<file path="src/rtl/hilo_div_if.sv">
// Controller-to-divider handshake: operands and control out, results and status back.
interface hilo_div_if;
  logic        d_en;
  logic        d_sign;
  logic        d_cancel;
  logic [31:0] d_A;
  logic [31:0] d_B;
  logic [31:0] d_Q;
  logic [31:0] d_R;
  logic        d_working;
  logic        d_finish;

  modport master (
    output d_en, d_sign, d_cancel, d_A, d_B,
    input  d_Q, d_R, d_working, d_finish
  );

  modport slave (
    input  d_en, d_sign, d_cancel, d_A, d_B,
    output d_Q, d_R, d_working, d_finish
  );
endinterface

</file>
<file path="src/rtl/hilo_div_ctrl.sv">
// HI/LO register file and iterative-divider sequencer with flush, mt writes and watchdog abort.
// state | meaning
// IDLE  | no divide in flight; mthi/mtlo accepted; a request issues d_en
// RUN   | divider working; wait for d_finish, flush or watchdog
module hilo_div_ctrl #(
  parameter int          TIMEOUT  = 31,
  parameter logic [31:0] HILO_RST = 32'h0
) (
  input  logic        clk,
  input  logic        resetn,
  input  logic        div_req,
  input  logic        div_sign,
  input  logic [31:0] div_a,
  input  logic [31:0] div_b,
  input  logic        flush,
  input  logic        mthi_we,
  input  logic        mtlo_we,
  input  logic [31:0] mt_data,
  input  logic        hilo_rd,
  hilo_div_if.master  dv,
  output logic        stall_o,
  output logic [31:0] hi_o,
  output logic [31:0] lo_o,
  output logic        busy_o,
  output logic        tmo_err
);

  localparam int CW = ($clog2(TIMEOUT + 1) < 5) ? 5 : $clog2(TIMEOUT + 1);

  typedef enum logic {IDLE = 1'b0, RUN = 1'b1} state_t;

  state_t      state;
  logic [CW-1:0] cnt;
  logic [31:0] hi_q;
  logic [31:0] lo_q;
  logic        run;
  logic        issue;
  logic        timeout;
  logic        unused_ok;

  // Gating with resetn keeps every control output low while reset is held.
  assign run     = resetn && (state == RUN);
  assign issue   = resetn && (state == IDLE) && div_req && !flush;
  assign timeout = run && !flush && !dv.d_finish && (cnt == CW'(TIMEOUT));

  assign dv.d_en     = issue;
  assign dv.d_sign   = issue & div_sign;
  assign dv.d_A      = issue ? div_a : 32'h0;
  assign dv.d_B      = issue ? div_b : 32'h0;
  assign dv.d_cancel = run && (flush || timeout);

  assign stall_o = issue | (run & ~dv.d_finish & ~flush & ~timeout);
  assign busy_o  = run;
  assign tmo_err = timeout;
  assign hi_o    = hi_q;
  assign lo_o    = lo_q;

  // Reads never wait on the FSM; divider busy status is informational only.
  assign unused_ok = ^{hilo_rd, dv.d_working};

  always_ff @(posedge clk) begin
    if (!resetn) begin
      state <= IDLE;
      cnt   <= '0;
      hi_q  <= HILO_RST;
      lo_q  <= HILO_RST;
    end else begin
      case (state)
        IDLE: begin
          if (!flush) begin
            if (mthi_we) hi_q <= mt_data;
            if (mtlo_we) lo_q <= mt_data;
            if (div_req) begin
              state <= RUN;
              cnt   <= '0;
            end
          end
        end
        RUN: begin
          // Flush beats finish, finish beats the watchdog.
          if (flush || timeout) begin
            state <= IDLE;
          end else if (dv.d_finish) begin
            lo_q  <= dv.d_Q;
            hi_q  <= dv.d_R;
            state <= IDLE;
          end else begin
            cnt <= cnt + 1'b1;
          end
        end
      endcase
    end
  end

endmodule
</file>
<file path="src/flat_wrapper.sv">
// flat-port wrapper written by rule: the top's interface ports become plain ports
module hilo_div_ctrl_flat 
#(
  parameter int          TIMEOUT  = 31,
  parameter logic [31:0] HILO_RST = 32'h0
)
  (clk, resetn, div_req, div_sign, div_a, div_b, flush, mthi_we, mtlo_we, mt_data, hilo_rd, stall_o, hi_o, lo_o, busy_o, tmo_err, dv_d_en, dv_d_sign, dv_d_cancel, dv_d_A, dv_d_B, dv_d_Q, dv_d_R, dv_d_working, dv_d_finish);
  hilo_div_if dv_i ();
  input  logic clk;
  input  logic resetn;
  input  logic div_req;
  input  logic div_sign;
  input  logic [31:0] div_a;
  input  logic [31:0] div_b;
  input  logic flush;
  input  logic mthi_we;
  input  logic mtlo_we;
  input  logic [31:0] mt_data;
  input  logic hilo_rd;
  output logic stall_o;
  output logic [31:0] hi_o;
  output logic [31:0] lo_o;
  output logic busy_o;
  output logic tmo_err;
  output wire logic [$bits(dv_i.d_en)-1:0] dv_d_en;
  output wire logic [$bits(dv_i.d_sign)-1:0] dv_d_sign;
  output wire logic [$bits(dv_i.d_cancel)-1:0] dv_d_cancel;
  output wire logic [$bits(dv_i.d_A)-1:0] dv_d_A;
  output wire logic [$bits(dv_i.d_B)-1:0] dv_d_B;
  input wire logic [$bits(dv_i.d_Q)-1:0] dv_d_Q;
  input wire logic [$bits(dv_i.d_R)-1:0] dv_d_R;
  input wire logic [$bits(dv_i.d_working)-1:0] dv_d_working;
  input wire logic [$bits(dv_i.d_finish)-1:0] dv_d_finish;
  assign dv_d_en = dv_i.d_en;
  assign dv_d_sign = dv_i.d_sign;
  assign dv_d_cancel = dv_i.d_cancel;
  assign dv_d_A = dv_i.d_A;
  assign dv_d_B = dv_i.d_B;
  assign dv_i.d_Q = dv_d_Q;
  assign dv_i.d_R = dv_d_R;
  assign dv_i.d_working = dv_d_working;
  assign dv_i.d_finish = dv_d_finish;
  hilo_div_ctrl #(.TIMEOUT(TIMEOUT), .HILO_RST(HILO_RST)) u_core (.clk(clk), .resetn(resetn), .div_req(div_req), .div_sign(div_sign), .div_a(div_a), .div_b(div_b), .flush(flush), .mthi_we(mthi_we), .mtlo_we(mtlo_we), .mt_data(mt_data), .hilo_rd(hilo_rd), .dv(dv_i), .stall_o(stall_o), .hi_o(hi_o), .lo_o(lo_o), .busy_o(busy_o), .tmo_err(tmo_err));
endmodule
</file>
<file path="config.mk">
export PLATFORM = sky130hd
export DESIGN_NAME = hilo_div_ctrl_flat
export DESIGN_NICKNAME = d
export VERILOG_FILES = /design/src/rtl/hilo_div_if.sv /design/src/rtl/hilo_div_ctrl.sv /design/src/flat_wrapper.sv
export SDC_FILE = /design/constraint.sdc
export NUM_CORES = 1
export LEC_CHECK = 0
export BUFFER_PORTS_ARGS = -buffer_cell sky130_fd_sc_hd__buf_2
export CAP_MARGIN = 20
export CORE_AREA = 2 2 119 121
export DETAILED_ROUTE_END_ITERATION = 16
export DIE_AREA = 0 0 121 123
export GPL_ROUTABILITY_DRIVEN = 0
export HOLD_SLACK_MARGIN = 0.02
export PLACE_DENSITY = 0.68
export SLEW_MARGIN = 20
export SYNTH_ARGS = -nofsm -noshare
export SYNTH_HDL_FRONTEND = slang
export SYNTH_SLANG_ARGS = --single-unit
</file>
<file path="constraint.sdc">
create_clock -name clk -period 3.2 [get_ports clk]
set_input_delay 0.96 -clock clk [delete_from_list [all_inputs] [get_ports clk]]
set_output_delay 0.96 -clock clk [all_outputs]
set_load 0.005 [all_outputs]
</file>
* Yosys cells after proc, flatten, opt, wreduce, memory -nomap -nowiden
Cells that the tools add are included.
W data, S select, Z words.
** Word-level totals
- Memories :: 0
- Memory bits (read-only) :: 0
- Bits in registers :: 70
- Bits in latches :: 0
- Output and inout bits :: 134
- Memory bits (writable) :: 0
** Cells by class
- $lt $le $gt $ge :: 0
- Equal/unequal tests :: 8
- Reduce and logical (&&, ||, !) cells :: 14
- Multiply operators :: 0
- Add/subtract/negate cells :: 1
- Bitwise logic cells :: 9
- Div/mod/pow operators :: 0
- Muxes and demuxes :: 22
- Shifts and indexed selects :: 0
** Operators by type and width (number)
- $mux W32 :: 10
- $pmux W32 S2 :: 2
- $mux W5 :: 4
- $ne A2 B2 Y1 const B :: 7
- $reduce_and A4 Y1 :: 3
- $pmux W5 S2 :: 1
- $logic_and A1 B1 Y1 :: 8
- $add A5 B1 Y5 const B :: 1
- $eq A5 B5 Y1 const B :: 1
- $and A1 B1 Y1 :: 4
- $mux W1 :: 4
- $not A1 Y1 :: 4
- $logic_not A1 Y1 :: 2
- $pmux W1 S2 :: 1
- $logic_or A1 B1 Y1 :: 1
- $or A1 B1 Y1 :: 1

* Logic depth before layout (Yosys ltp)
- Word-level depth :: 7
- Mapped depth :: 6

* Least setup slack after synthesis
OpenSTA, ideal clock, no wires.
- Kind :: in2out
- Start :: input resetn
- End :: output dv_d_A[0]
- Arrival time :: 1868 ps
- Path buffers :: 3
- Setup slack :: 372 ps
- Stages :: 6
- Cells stage by stage :: clkbuf_2 inv_2 nor3_4 clkbuf_2 clkbuf_2 and2_1
** On the way
- Word-level cells in the longest chain between the ends :: 4
** RTL lines
- start, declared :: RTL line flat_wrapper.sv:10 : input logic resetn;
- $logic_and A1 B1 Y1 (3 in series) :: RTL line hilo_div_ctrl.sv:43 : assign issue = resetn && (state == IDLE) && div_req && !flush;
- $mux W32 :: RTL line hilo_div_ctrl.sv:48 : assign dv.d_A = issue ? div_a : 32'h0;
- end, declared :: RTL line flat_wrapper.sv:28 : output wire logic [$bits(dv_i.d_A)-1:0] dv_d_A;
Every way passes these cells.

* Worst setup path after layout
- Start :: register u_core.cnt[0]
- End :: output stall_o
** On the way
- Word-level cells in the longest chain between the ends :: 5
** RTL lines
- start, declared :: RTL line hilo_div_ctrl.sv:33 : logic [CW-1:0] cnt;
- start signal, assigned :: RTL line hilo_div_ctrl.sv:88 : cnt <= cnt + 1'b1;
- $eq A5 B5 Y1 :: RTL line hilo_div_ctrl.sv:44 : assign timeout = run && !flush && !dv.d_finish && (cnt == CW'(TIMEOUT));
- $logic_and A1 B1 Y1 :: RTL line hilo_div_ctrl.sv:44
- $not A1 Y1 :: RTL line hilo_div_ctrl.sv:52 : assign stall_o = issue | (run & ~dv.d_finish & ~flush & ~timeout);
- $and A1 B1 Y1 :: RTL line hilo_div_ctrl.sv:52
- $or A1 B1 Y1 :: RTL line hilo_div_ctrl.sv:52
- end, declared :: RTL line flat_wrapper.sv:20 : output logic stall_o;
Every way passes these cells.

==> results.yml <==
placement:
  dp_hpwl_um: 9740
  dp.cells: 896
  port_buffers: 301
  post_dp_cell_area_mm2: 0.00571
route:
  drtIter0Drc: 231
  dr.pass1.iters: 4
  totalWireLength_um: 13600
  via_per_inst: 4.79
  drc: 0
  antenna_left: 0
  num_vias: 4369
  wl_per_cell_um: 14.9
clocking:
  htree_levels: 3
  hold_buffers: 0
  clock-sinks: 70
  root_buffer: "clkbuf_16"
  clockBufferDepth: 2
  cts_buffers: 9
  cts_setup_buffers: 0
  cts_tree: "built"
  clkLatencyLatePin_ps: 340
  clk_pin_slew_ps: 60
synth:
  yosysWarnings: 0
  synth_area_per_cell_um2: 9.02
  synth_cell_type_count: 36
  synth_edf_count: 0
  synth_async_sr_flop_share_pct: 0
  ys_seq_elements: 70
  synth.net_count: 629
  syn_area_mm2: 0.00412
  synthCells: 457
  ys_seq_area_share_pct: 34.0
  synth_flop_cell: "dfxtp_1"
setup_path:
  critPathLaunchType: "register"
  required_ps: 2240
  path_class: "register to primary output"
  worst-path-max-fanout: 6
  crit_top_cell: "ha_1"
  cpLargestDelayFamily: "simple AND/OR/NAND/NOR gates"
  cp_slowest_stage_delay_ps: 330
  path_cells: "ha_1, and3_1, ha_1, nor4b_2, nand2_1, or2b_1, buf_2"
  worst-path-buf-inv: 1
  arrival_ps: 2070
  cp-end-kind: "primary output"
  cp_slowest_cell: "dfxtp_1"
sta:
  skew_ps: 6.49
  rsz0062_at_grt: "no"
  fin_crit_sh_pct: 94.7
  maxSlewHeadroom_pct: 50.1
  fmax_mhz: 330
  hold_viol_final: 0
  setup_viol: 0
  setup-tns-final_ps: 0
  worst_slew_pin_slew_ps: 748
  post-route-min-period_ps: 3030
  finalMaxSlewViolations: 0
die:
  die_y_um: 123
  dieArea_mm2: 0.0149
  die_w_um: 121
  floorplan.initialDensity_pct: 30.3
  core-area_mm2: 0.0136
  io-pin-count: 304
  rows: 43
job:
  cap_violations: 0
global_route:
  grt_max_degree: 79
  antenna_found_initial: 2
  grt_pass1_wl_um: 20300
  overflow: 0
  grt_usage_pct: 17.2
  grt_pass1_vias: 3920
status:
  status: "finished clean"
finish:
  layout-drive-gt1-share_pct: 46.3
  final_cells: 913
  area_delta_synth_final_pct: 46.0
  final_util_pct: 44.2
  fill_cells: 1409
  fin_area_mm2: 0.00602
  mostFrequentLayoutCell: "buf_2"
  nets: 899
  layout_common_cells: "buf_2, dfxtp_1, and2_1"
power:
  power.density_mw_per_mm2: 410
  ir_drop_uv: 246
  p_total_w: 0.00247
  power_leakage_nw: 2.85
hold_path:
  hold_path_class: "register to register"
-- synthesized netlist by cell type (all sizes together), types with 3 or more instances --
| master | number | area share [%] |
|---|---|---|
| a2111oi | 64 | 14 |
| a31oi | 3 | 0.46 |
| and2 | 66 | 10 |
| and2b | 7 | 1.3 |
| buf | 20 | 2.6 |
| clkbuf | 35 | 3.3 |
| dfxtp | 70 | 34 |
| inv | 4 | 0.36 |
| mux2i | 3 | 1.3 |
| nand2 | 6 | 0.55 |
| nor2b | 27 | 4.1 |
| nor3b | 64 | 12 |
| o21bai | 64 | 12 |
-- report_power, final --
group | internal [W] | total (W) | switching [W]
Combinational | 0.000263 | 0.000499 | 0.000236
Clock | 0.000605 | 0.00101 | 0.000404
Sequential | 0.000934 | 0.000961 | 0.0000271
-- state kept, by name, summed over array words and instances, names as in the netlist --
name          cells
u_core.hi_o      32
u_core.lo_o      32
u_core.cnt        5
u_core.state      1
-- timing repair --
| action | CTS | global route |
|---|---|---|
| gates resized for setup | 0 | 1 |
| endpoints found under the hold margin | 0 | 0 |
| setup endpoints to repair | 0 | 1 |
-- through the flow --
stage	hold slack, ps	worst slack (ps)
after floorplan	459	372
after global placement	483	241
after detailed placement	489	251
after CTS	498	3.73
after global routing	506	39.3
final	496	170
-- routing by layer --
layer  GRT usage, %  share of wire, %  up-vias
li1               -                 -     2238
met1           24.7                47     1953
met2           24.5                43      161
met3           4.80               8.6       15
met4           6.40               1.4        2
met5              0             0.051        -
-- area by class of cell --
| class | count | area (um2) | area share, % |
|---|---|---|---|
| Antenna cell | 1 | 2.50 | 0.0416 |
| Multi-Input combinational cell | 328 | 2470 | 41.0 |
| Inverter | 4 | 15.0 | 0.249 |
| Tap cell | 180 | 225 | 3.74 |
| Clock buffer | 9 | 225 | 3.74 |
| Timing Repair Buffer | 314 | 1610 | 26.7 |
| Clock inverter | 7 | 73.8 | 1.23 |
| Sequential cell | 70 | 1410 | 23.3 |
-- kinds of logic after synthesis --
group | count (synthesis) | share of synthesized area [%]
fa+ha+maj | 2 | 0.607
mux | 3 | 1.34
compound gates | 138 | 27.2
flops | 70 | 34.0
simple gates | 185 | 30.5
buf+inv | 59 | 6.34
-- worst register-to-register path: stages, from the launching register on --
cell and delay (ps):
dfxtp_4 360, buf_4 390, mux2i_4 320, buf_4 300, buf_4 230, a2111oi_0 80
nor3b_1 220
-- worst paths after layout --
| kind | from | to | slack (ps) | cells after the start |
|---|---|---|---|---|
| setup / recovery | u_core.cnt[0] | stall_o | 170 | 7 |
| hold / removal | u_core.cnt[0] | u_core.cnt[0] | 500 | 1 |
| setup reg to reg | u_core.state | u_core.lo_o[27] | 1230 | 6 |
| hold reg to reg | u_core.cnt[0] | u_core.cnt[0] | 500 | 1 |
(Power assumes the default switching activity.)
